$ cat config.mk
export PLATFORM = sky130hd
export DESIGN_NAME = cfg_ser_tx
export DESIGN_NICKNAME = d
export VERILOG_FILES = /design/src/rtl/cfg_ser_pkg.sv /design/src/rtl/cfg_ser_shreg.sv /design/src/rtl/cfg_ser_tx.sv
export SDC_FILE = /design/constraint.sdc
export NUM_CORES = 1
export LEC_CHECK = 0
export CAP_MARGIN = 20
export CORE_MARGIN = 3
export CORE_UTILIZATION = 25
export CTS_BUF_LIST = sky130_fd_sc_hd__clkbuf_4 sky130_fd_sc_hd__clkbuf_8
export DETAILED_ROUTE_END_ITERATION = 7
export MAX_ROUTING_LAYER = met4
export SYNTH_ARGS = -nofsm -noshare
export SYNTH_HDL_FRONTEND = slang
export SYNTH_SLANG_ARGS = --single-unit
export TNS_END_PERCENT = 30
$ cat constraint.sdc
create_clock -name Clk -period 2.1 [get_ports Clk]
set_clock_uncertainty 0.2 [all_clocks]
set_input_delay 0.315 -clock Clk [delete_from_list [all_inputs] [get_ports Clk]]
set_output_delay 0.315 -clock Clk [all_outputs]
set_load 0.05 [all_outputs]
$ cat src/rtl/cfg_ser_pkg.sv
// Shared types and defaults for the serial configuration transmitter.
// Strobe support is selected with CFG_STROBE_EN.
package cfg_ser_pkg;

  typedef enum logic [1:0] {
    IDLE  = 2'd0,
    CLR   = 2'd1,
    SHIFT = 2'd2,
    STRB  = 2'd3
  } state_t;

  localparam int CFG_WIDTH_DEF = 33;
  localparam int CFG_CLR_DEF   = 2;

endpackage

$ cat src/rtl/cfg_ser_shreg.sv
// Load/shift-right register; the serial output is always bit 0.
// Used by cfg_ser_tx (CFG_STROBE_EN does not affect this block).
module cfg_ser_shreg
  import cfg_ser_pkg::*;
#(
  parameter int WIDTH = CFG_WIDTH_DEF
) (
  input  logic             Clk,
  input  logic             Resetn,
  input  logic             load,
  input  logic             shift,
  input  logic [WIDTH-1:0] d,
  output logic             q
);

  logic [WIDTH-1:0] r;

  always_ff @(posedge Clk) begin
    if (!Resetn) begin
      r <= '0;
    end else if (load) begin
      r <= d;
    end else if (shift) begin
      r <= r >> 1;
    end
  end

  assign q = r[0];

endmodule

$ cat src/rtl/cfg_ser_tx.sv
// Serial configuration transmitter: clear, then LSB-first word shift.
// Define CFG_STROBE_EN to add the end-of-frame Strobe pulse.
module cfg_ser_tx
  import cfg_ser_pkg::*;
#(
  parameter int WIDTH      = CFG_WIDTH_DEF,
  parameter int CLR_CYCLES = CFG_CLR_DEF
) (
  input  logic             Clk,
  input  logic             Resetn,
  input  logic [WIDTH-1:0] Word_in,
  input  logic             Valid,
  output logic             Ready,
  output logic             Cfg_out,
  output logic             Cfg_rstn,
  output logic             Busy
`ifdef CFG_STROBE_EN
  ,
  output logic             Strobe
`endif
);

  localparam int CW = $clog2(WIDTH + 1);
  localparam logic [CW-1:0] LAST_BIT = CW'(WIDTH - 1);
  localparam logic [3:0] LAST_CLR = 4'(CLR_CYCLES - 1);

  state_t        state;
  state_t        nextState;
  logic [CW-1:0] bitCnt;
  logic [3:0]    clrCnt;
  logic          take;
  logic          shift;
  logic          shOut;

  assign Ready = (state == IDLE);
  assign take  = Ready && Valid;
  assign shift = (nextState == SHIFT);

  cfg_ser_shreg #(
    .WIDTH(WIDTH)
  ) u_shreg (
    .Clk   (Clk),
    .Resetn(Resetn),
    .load  (take),
    .shift (shift),
    .d     (Word_in),
    .q     (shOut)
  );

  always_comb begin
    nextState = state;
    unique case (state)
      IDLE: begin
        if (take) nextState = CLR;
      end
      CLR: begin
        if (clrCnt == LAST_CLR) nextState = SHIFT;
      end
      SHIFT: begin
        if (bitCnt == LAST_BIT) begin
`ifdef CFG_STROBE_EN
          nextState = STRB;
`else
          nextState = IDLE;
`endif
        end
      end
      default: nextState = IDLE;
    endcase
  end

  // Outputs are registered from the next state so each one lines up
  // with the state it belongs to, with no input-to-output path.
  always_ff @(posedge Clk) begin
    if (!Resetn) begin
      state    <= IDLE;
      bitCnt   <= '0;
      clrCnt   <= '0;
      Cfg_out  <= 1'b0;
      Cfg_rstn <= 1'b1;
      Busy     <= 1'b0;
`ifdef CFG_STROBE_EN
      Strobe   <= 1'b0;
`endif
    end else begin
      state <= nextState;
      if (state == CLR && nextState == CLR) begin
        clrCnt <= clrCnt + 4'd1;
      end else begin
        clrCnt <= '0;
      end
      if (state == SHIFT && nextState == SHIFT) begin
        bitCnt <= bitCnt + CW'(1);
      end else begin
        bitCnt <= '0;
      end
      Cfg_out  <= shift && shOut;
      Cfg_rstn <= (nextState != CLR);
      Busy     <= (nextState != IDLE);
`ifdef CFG_STROBE_EN
      Strobe   <= (nextState == STRB);
`endif
    end
  end

endmodule
==> flow_metrics.env, run 1 <==
export IMPL_syn_area_mm2=0.002335
export IMPL_setup_viol=0
export IMPL_ys_seq_area_frac=0.4116
export IMPL_syn_nets=282
export IMPL_clockRootBuffer="clkbuf_8"
export IMPL_route_detailed_drc=0
export IMPL_synthFlopType="dfxtp_1"
export IMPL_hold_viol=0
export IMPL_portBuffers=39
export IMPL_timing_fmax_mhz=517.9
export IMPL_cap_violations=0
export IMPL_routed_via_density=4.324
export IMPL_synth_top_area_frac=0.4116
export IMPL_holdWs_ns=0.1028
export IMPL_clk_pin_slew_ns=0.09
export IMPL_drtIter0Drc=47
export IMPL_finalCritPeriodShare=0.9195
export IMPL_r2r_end="u_shreg.r[5]"
export IMPL_ios=40
export IMPL_timing_rr_start="bitCnt[0]"
export IMPL_diodes=0
export IMPL_synth_warnings=0
export IMPL_min_delay_start="Resetn"
export IMPL_cts_setup_buffers=0
export IMPL_final_antenna_net_count=0
export IMPL_avgSynthCellArea_um2=9.648
export IMPL_slew_viol_final=0
export IMPL_r2r_slack_ns=0.17
export IMPL_final_nets=323
export IMPL_critPathArrivalTime_ns=1.96
export IMPL_power_density_mw_per_mm2=647.2
export IMPL_start_util=0.2626
export IMPL_ctsLongestPathBuffers=2
export IMPL_place_congestion=0.7110
export IMPL_routed_wl_um=4498
export IMPL_die_w_um=102.6
export IMPL_worstSkewPairLatency_ns=0.30
export IMPL_core_area_mm2=0.008891
export IMPL_cp_start_kind="flip-flop"
export IMPL_status="completed"
export IMPL_ff2ff_path_depth=7
export IMPL_cts_sinks=48
export IMPL_period_needed_ns=1.931
export IMPL_dpl_hpwl_um=3248
export IMPL_place_area_mm2=0.002877
export IMPL_hold_buffers=0
export IMPL_area_growth_pct=27.17
export IMPL_dp_cells=384
export IMPL_synth_seq_cells=48
export IMPL_synth_top_cell_by_area="dfxtp_1"
export IMPL_synth_edf_count=0
export IMPL_slew_headroom=0.6698
export IMPL_die_area_mm2=0.01054
export IMPL_first_pass_iters=4
export IMPL_synth_cell_types=27
export IMPL_vdd_ir_drop_max_mv=0.3044
export IMPL_grt_max_degree=48
export IMPL_hold_end="Busy"
export IMPL_path_class="flip-flop to flip-flop"
export IMPL_grt_pass1_wl_um=7721
export IMPL_cts_repair_resized=0
export IMPL_grt_pass1_vias=1694
export IMPL_final_area_mm2=0.002969
export IMPL_grt_util_all_layers=0.09494
export IMPL_drive_above_1_share=0.1796
export IMPL_finalNonFillerCells=392
export IMPL_tightest_slew_ns=0.4937
export IMPL_num_vias=1695
export IMPL_grt_overflow=0
export IMPL_cp_end_kind="flip-flop"
export IMPL_path_max_fanout=14
export IMPL_grt_antenna_before_repair=0
export IMPL_row_count=34
export IMPL_cp_required_ns=2.13
export IMPL_hp_class="input port to flip-flop"
export IMPL_p_leak_nw=1.210
export IMPL_cts_tree="done"
export IMPL_synth_cells=242
export IMPL_postSynth_asyncResetShare=0
export IMPL_synth_area_leaders="dfxtp_1 (41%), mux2i_1 (14%), mux2_2 (12%)"
export IMPL_cts_buffers=5
export IMPL_rsz0062_at_grt="no"
export IMPL_fp_dieH_um=102.6
export IMPL_avgRoutedWirePerCell_um=11.47
export IMPL_cts_max_level=2
export IMPL_hold_depth=2
placed cells by master (no fill, tap or decap):
cell,n
a32o_1,1
nor3b_4,1
nand2_1,68
mux2_1,7
and3_2,1
nand4_1,1
xnor2_1,3
buf_4,6
nor3_4,1
o2111ai_1,1
nor2_1,18
buf_2,1
xor2_1,3
nor2b_1,1
clkinv_4,1
clkbuf_8,5
nor4b_2,1
nand3_1,3
clkinvlp_4,2
buf_12,5
inv_2,1
nand4bb_1,1
a211oi_2,1
ha_1,4
o21a_1,1
dfxtp_1,48
clkdlybuf4s50_1,37
mux2i_1,32
mux2_2,25
inv_1,4
sequential cells by signal, summed over array words and instances, names as in the netlist:
signal,count
u_shreg.r,33
Cfg_rstn,1
Busy,1
bitCnt,6
state,2
clrCnt,4
Cfg_out,1
area by class of cell:
cell class                      count  area, um2
Inverter                            5      18.77
Multi-Input combinational cell    174       1241
Sequential cell                    48      960.9
Clock inverter                      3      23.77
Tap cell                          108      135.1
Timing Repair Buffer               49      520.5
Fill cell                         920       5922
Clock buffer                        5      68.82
through the flow:
stage / power, mW / TNS, ns / util / worst slack (ns)
after floorplan: 1.252 / 0 / - / 0.2719
after global placement: 1.376 / -0.9469 / 0.3235 / -0.05213
after detailed placement: 1.381 / -1.462 / 0.3235 / -0.06936
after CTS: 1.956 / 0 / 0.3339 / 0.1348
after global routing: 2.019 / 0 / 0.3339 / 0.02356
final: 1.922 / 0 / 0.3339 / 0.1691
worst max-delay path by stage:
stage / from / endpoint / slack, ns / depth (start not counted)
floorplan: bitCnt[0] / u_shreg.r[0] / 0.27 / 7
global placement: Valid / u_shreg.r[26] / -0.05 / 7
detailed placement: Valid / u_shreg.r[25] / -0.07 / 7
CTS: bitCnt[0] / u_shreg.r[31] / 0.13 / 7
global route: bitCnt[0] / u_shreg.r[31] / 0.02 / 7
finish: bitCnt[0] / u_shreg.r[5] / 0.17 / 7
synth_stat cells, drive strengths merged, types with 3 or more instances:
cell,number
clkbuf,8
nand3,3
mux2i,32
inv,5
xor2,3
dfxtp,48
ha,4
nor2,18
mux2,32
nand2,68
buf,7
xnor2,3
routing by layer:
layer | up-vias | global-route usage | share of wire | routed length [um]
met3 | 4 | 0.02571 | 0.041 | 185
li1 | 886 | - | - | -
met1 | 779 | 0.1163 | 0.49 | 2196
met2 | 26 | 0.1519 | 0.46 | 2072
met4 | 0 | 0.03027 | 0.0096 | 43
met5 | - | - | 0 | 0
report_power, final:
group	internal, mW	total (mW)	leakage [nW]	switching, mW
clock	0.236	0.567	0.0404	0.331
combinational	0.217	0.377	0.779	0.159
sequential	0.953	0.978	0.390	0.0244
total	1.41	1.92	1.21	0.515
cells by family (layout without fill, tap and decap cells):
| kind of cell | after synthesis | in the layout | share of synthesized area |
|---|---|---|---|
| buffers and inverters | 20 | 62 | 0.05680 |
| AND/OR/NAND/NOR | 96 | 96 | 0.1795 |
| flip-flops | 48 | 48 | 0.4116 |
| XOR/XNOR | 6 | 6 | 0.02251 |
| adder cells (fa/ha/maj) | 4 | 4 | 0.02144 |
| multiplexers | 64 | 64 | 0.2915 |
| AO/OA/AOI/OAI | 4 | 4 | 0.01661 |
critical path: stages (launching register included):
cell      delay, ns
dfxtp_1        0.34
inv_1          0.06
ha_1           0.15
nor4b_2        0.23
a211oi_2       0.14
nor3_4         0.33
buf_12         0.21
mux2i_1        0.20
(Power assumes the default switching activity.)
==> run 2: changes to the inputs <==
--- a/config.mk
+++ b/config.mk
@@ -9,8 +9,10 @@
 export CORE_MARGIN = 3
 export CORE_UTILIZATION = 25
 export CTS_BUF_LIST = sky130_fd_sc_hd__clkbuf_4 sky130_fd_sc_hd__clkbuf_8
+export CTS_CLUSTER_DIAMETER = 150
 export DETAILED_ROUTE_END_ITERATION = 7
 export MAX_ROUTING_LAYER = met4
+export SETUP_SLACK_MARGIN = 0.2
 export SYNTH_ARGS = -nofsm -noshare
 export SYNTH_HDL_FRONTEND = slang
 export SYNTH_SLANG_ARGS = --single-unit
==> run 2 against run 1 <==
Against the previous run: via count increased by 4.0%; power up 3.4%; clock power barely moved; worst setup slack gained 0.015 ns; first-iteration DRC count up 47%; cell count grew 2.8%; sequential share of layout area down 1.8 points; die area unchanged; critical path depth shrank 6; wire length up 7.7%; utilization is 2.2 points higher; sequential cell count unchanged.
==> flow_metrics.env, run 2 (synthesized netlist as in run 1, its figures left out) <==
export IMPL_slowest_stage="clkdlybuf4s50_1"
export IMPL_reg_top3="u_shreg.r (33), bitCnt (6), clrCnt (4)"
export IMPL_cp_end_kind="output pin"
export IMPL_clk_pin_slew_ns=0.09
export IMPL_grt_antenna_before_repair=0
export IMPL_finalCritPeriodShare=0.9122
export IMPL_fillCellCount=905
export IMPL_cp_cell_sequence="clkdlybuf4s50_1"
export IMPL_path_max_fanout=1
export IMPL_tightest_slew_ns=0.4999
export IMPL_final_core_util=0.3558
export IMPL_final_common_cell="nand2_1"
export IMPL_grt_max_degree=48
export IMPL_clockRootBuffer="clkbuf_8"
export IMPL_ctsLongestPathBuffers=2
export IMPL_critPathArrivalTime_ns=1.40
export IMPL_route_detailed_drc=0
export IMPL_place_congestion=0.7110
export IMPL_area_growth_pct=35.48
export IMPL_routed_wl_um=4846
export IMPL_setup_viol=0
export IMPL_period_needed_ns=1.916
export IMPL_path_class="flip-flop to output pin"
export IMPL_path_buf_inv=1
export IMPL_ff_latch_area_um2=965.9
export IMPL_start_util=0.2626
export IMPL_timing_fmax_mhz=522.0
export IMPL_diodes=0
export IMPL_grt_pass1_wl_um=7769
export IMPL_cts_max_level=2
export IMPL_holdWs_ns=0.1016
export IMPL_ios=40
export IMPL_final_nets=334
export IMPL_cts_buffers=5
export IMPL_p_leak_nw=1.337
export IMPL_drive_above_1_share=0.2339
export IMPL_path_delay_family="buffers and inverters"
export IMPL_hold_viol=0
export IMPL_vdd_ir_drop_max_mv=0.3034
export IMPL_die_w_um=102.6
export IMPL_slew_viol_final=0
export IMPL_layout_common_cells="nand2_1 (68), dfxtp_1 (44), clkdlybuf4s50_1 (34), mux2i_1 (32), mux2_2 (25)"
export IMPL_grt_util_all_layers=0.09552
export IMPL_grt_overflow=0
export IMPL_r2r_slack_ns=0.27
export IMPL_hold_buffers=0
export IMPL_cts_tree="done"
export IMPL_cp_required_ns=1.58
export IMPL_dpl_hpwl_um=3248
export IMPL_largest_register="u_shreg.r"
export IMPL_multi_input_area_mm2=0.001262
export IMPL_fp_dieH_um=102.6
export IMPL_hp_class="input port to flip-flop"
export IMPL_routed_via_density=4.372
export IMPL_rsz0062_at_grt="yes"
export IMPL_drtIter0Drc=69
export IMPL_slowest_delay_ns=0.79
export IMPL_avgRoutedWirePerCell_um=12.02
export IMPL_p_total_mw=1.986
export IMPL_final_antenna_net_count=0
export IMPL_grt_pass1_vias=1699
export IMPL_status="completed"
export IMPL_portBuffers=39
export IMPL_cap_violations=0
export IMPL_largest_reg_flops=33
export IMPL_row_count=34
export IMPL_cts_sinks=48
export IMPL_num_vias=1762
export IMPL_cp_start_kind="flip-flop"
export IMPL_first_pass_iters=4
export IMPL_die_area_mm2=0.01054
export IMPL_power_density_mw_per_mm2=628.0
export IMPL_worstSkewPairLatency_ns=0.30
export IMPL_slew_headroom=0.6662
export IMPL_core_area_mm2=0.008891
## run 2: area by class of cell
cell class                      instances  share of cell area
Clock inverter                          3            0.007516
Inverter                                5            0.005934
Sequential cell                        48              0.3054
Multi-Input combinational cell        174              0.3991
Tap cell                              108             0.04272
Clock buffer                            5             0.02176
Timing Repair Buffer                   60              0.2176
## run 2: power breakdown
group | total, mW | internal [mW] | switching (mW)
registers | 0.978 | 0.954 | 0.0241
logic | 0.440 | 0.265 | 0.175
clock network | 0.568 | 0.236 | 0.332
## run 2: worst paths after layout
path                            startpoint      endpoint  depth (start not counted)
worst max register to register   bitCnt[0]  u_shreg.r[7]                          8
worst min register to register   bitCnt[0]     bitCnt[0]                          1
worst max-delay path               Cfg_out       Cfg_out                          1
worst min-delay path                Resetn          Busy                          2
## run 2: through the flow
step                cell area (um2)  cells  setup slack, ns  TNS, ns
finish                         3163    403           0.1844        0
global route                   3163    403           0.1494        0
CTS                            2985    393           0.1559        0
detailed placement             2877    384         -0.06936   -1.462
global placement               2877    384         -0.05213  -0.9469
floorplan                      2335    242           0.2719        0
## run 2: repair_timing
item | in CTS | in global routing
buffers inserted | 1 | 6
endpoints found under the setup margin | 36 | 35
pin swaps | 2 | 3
resized for setup | 3 | 12
cloned | 0 | 4
## run 2: layer usage
layer	GRT usage	vias to the layer above	share of wire
met4	0.03027	0	0.0089
li1	-	911	-
met3	0.02571	4	0.038
met5	-	-	0
met2	0.1529	26	0.48
met1	0.1171	821	0.47
## run 2: worst register-to-register path, stage by stage (launching register included)
cell       delay, ns
dfxtp_2         0.37
inv_2           0.05
ha_4            0.15
nor4b_4         0.12
a211oi_2        0.33
nor3_4          0.07
buf_6           0.15
clkbuf_16       0.17
mux2i_1         0.12
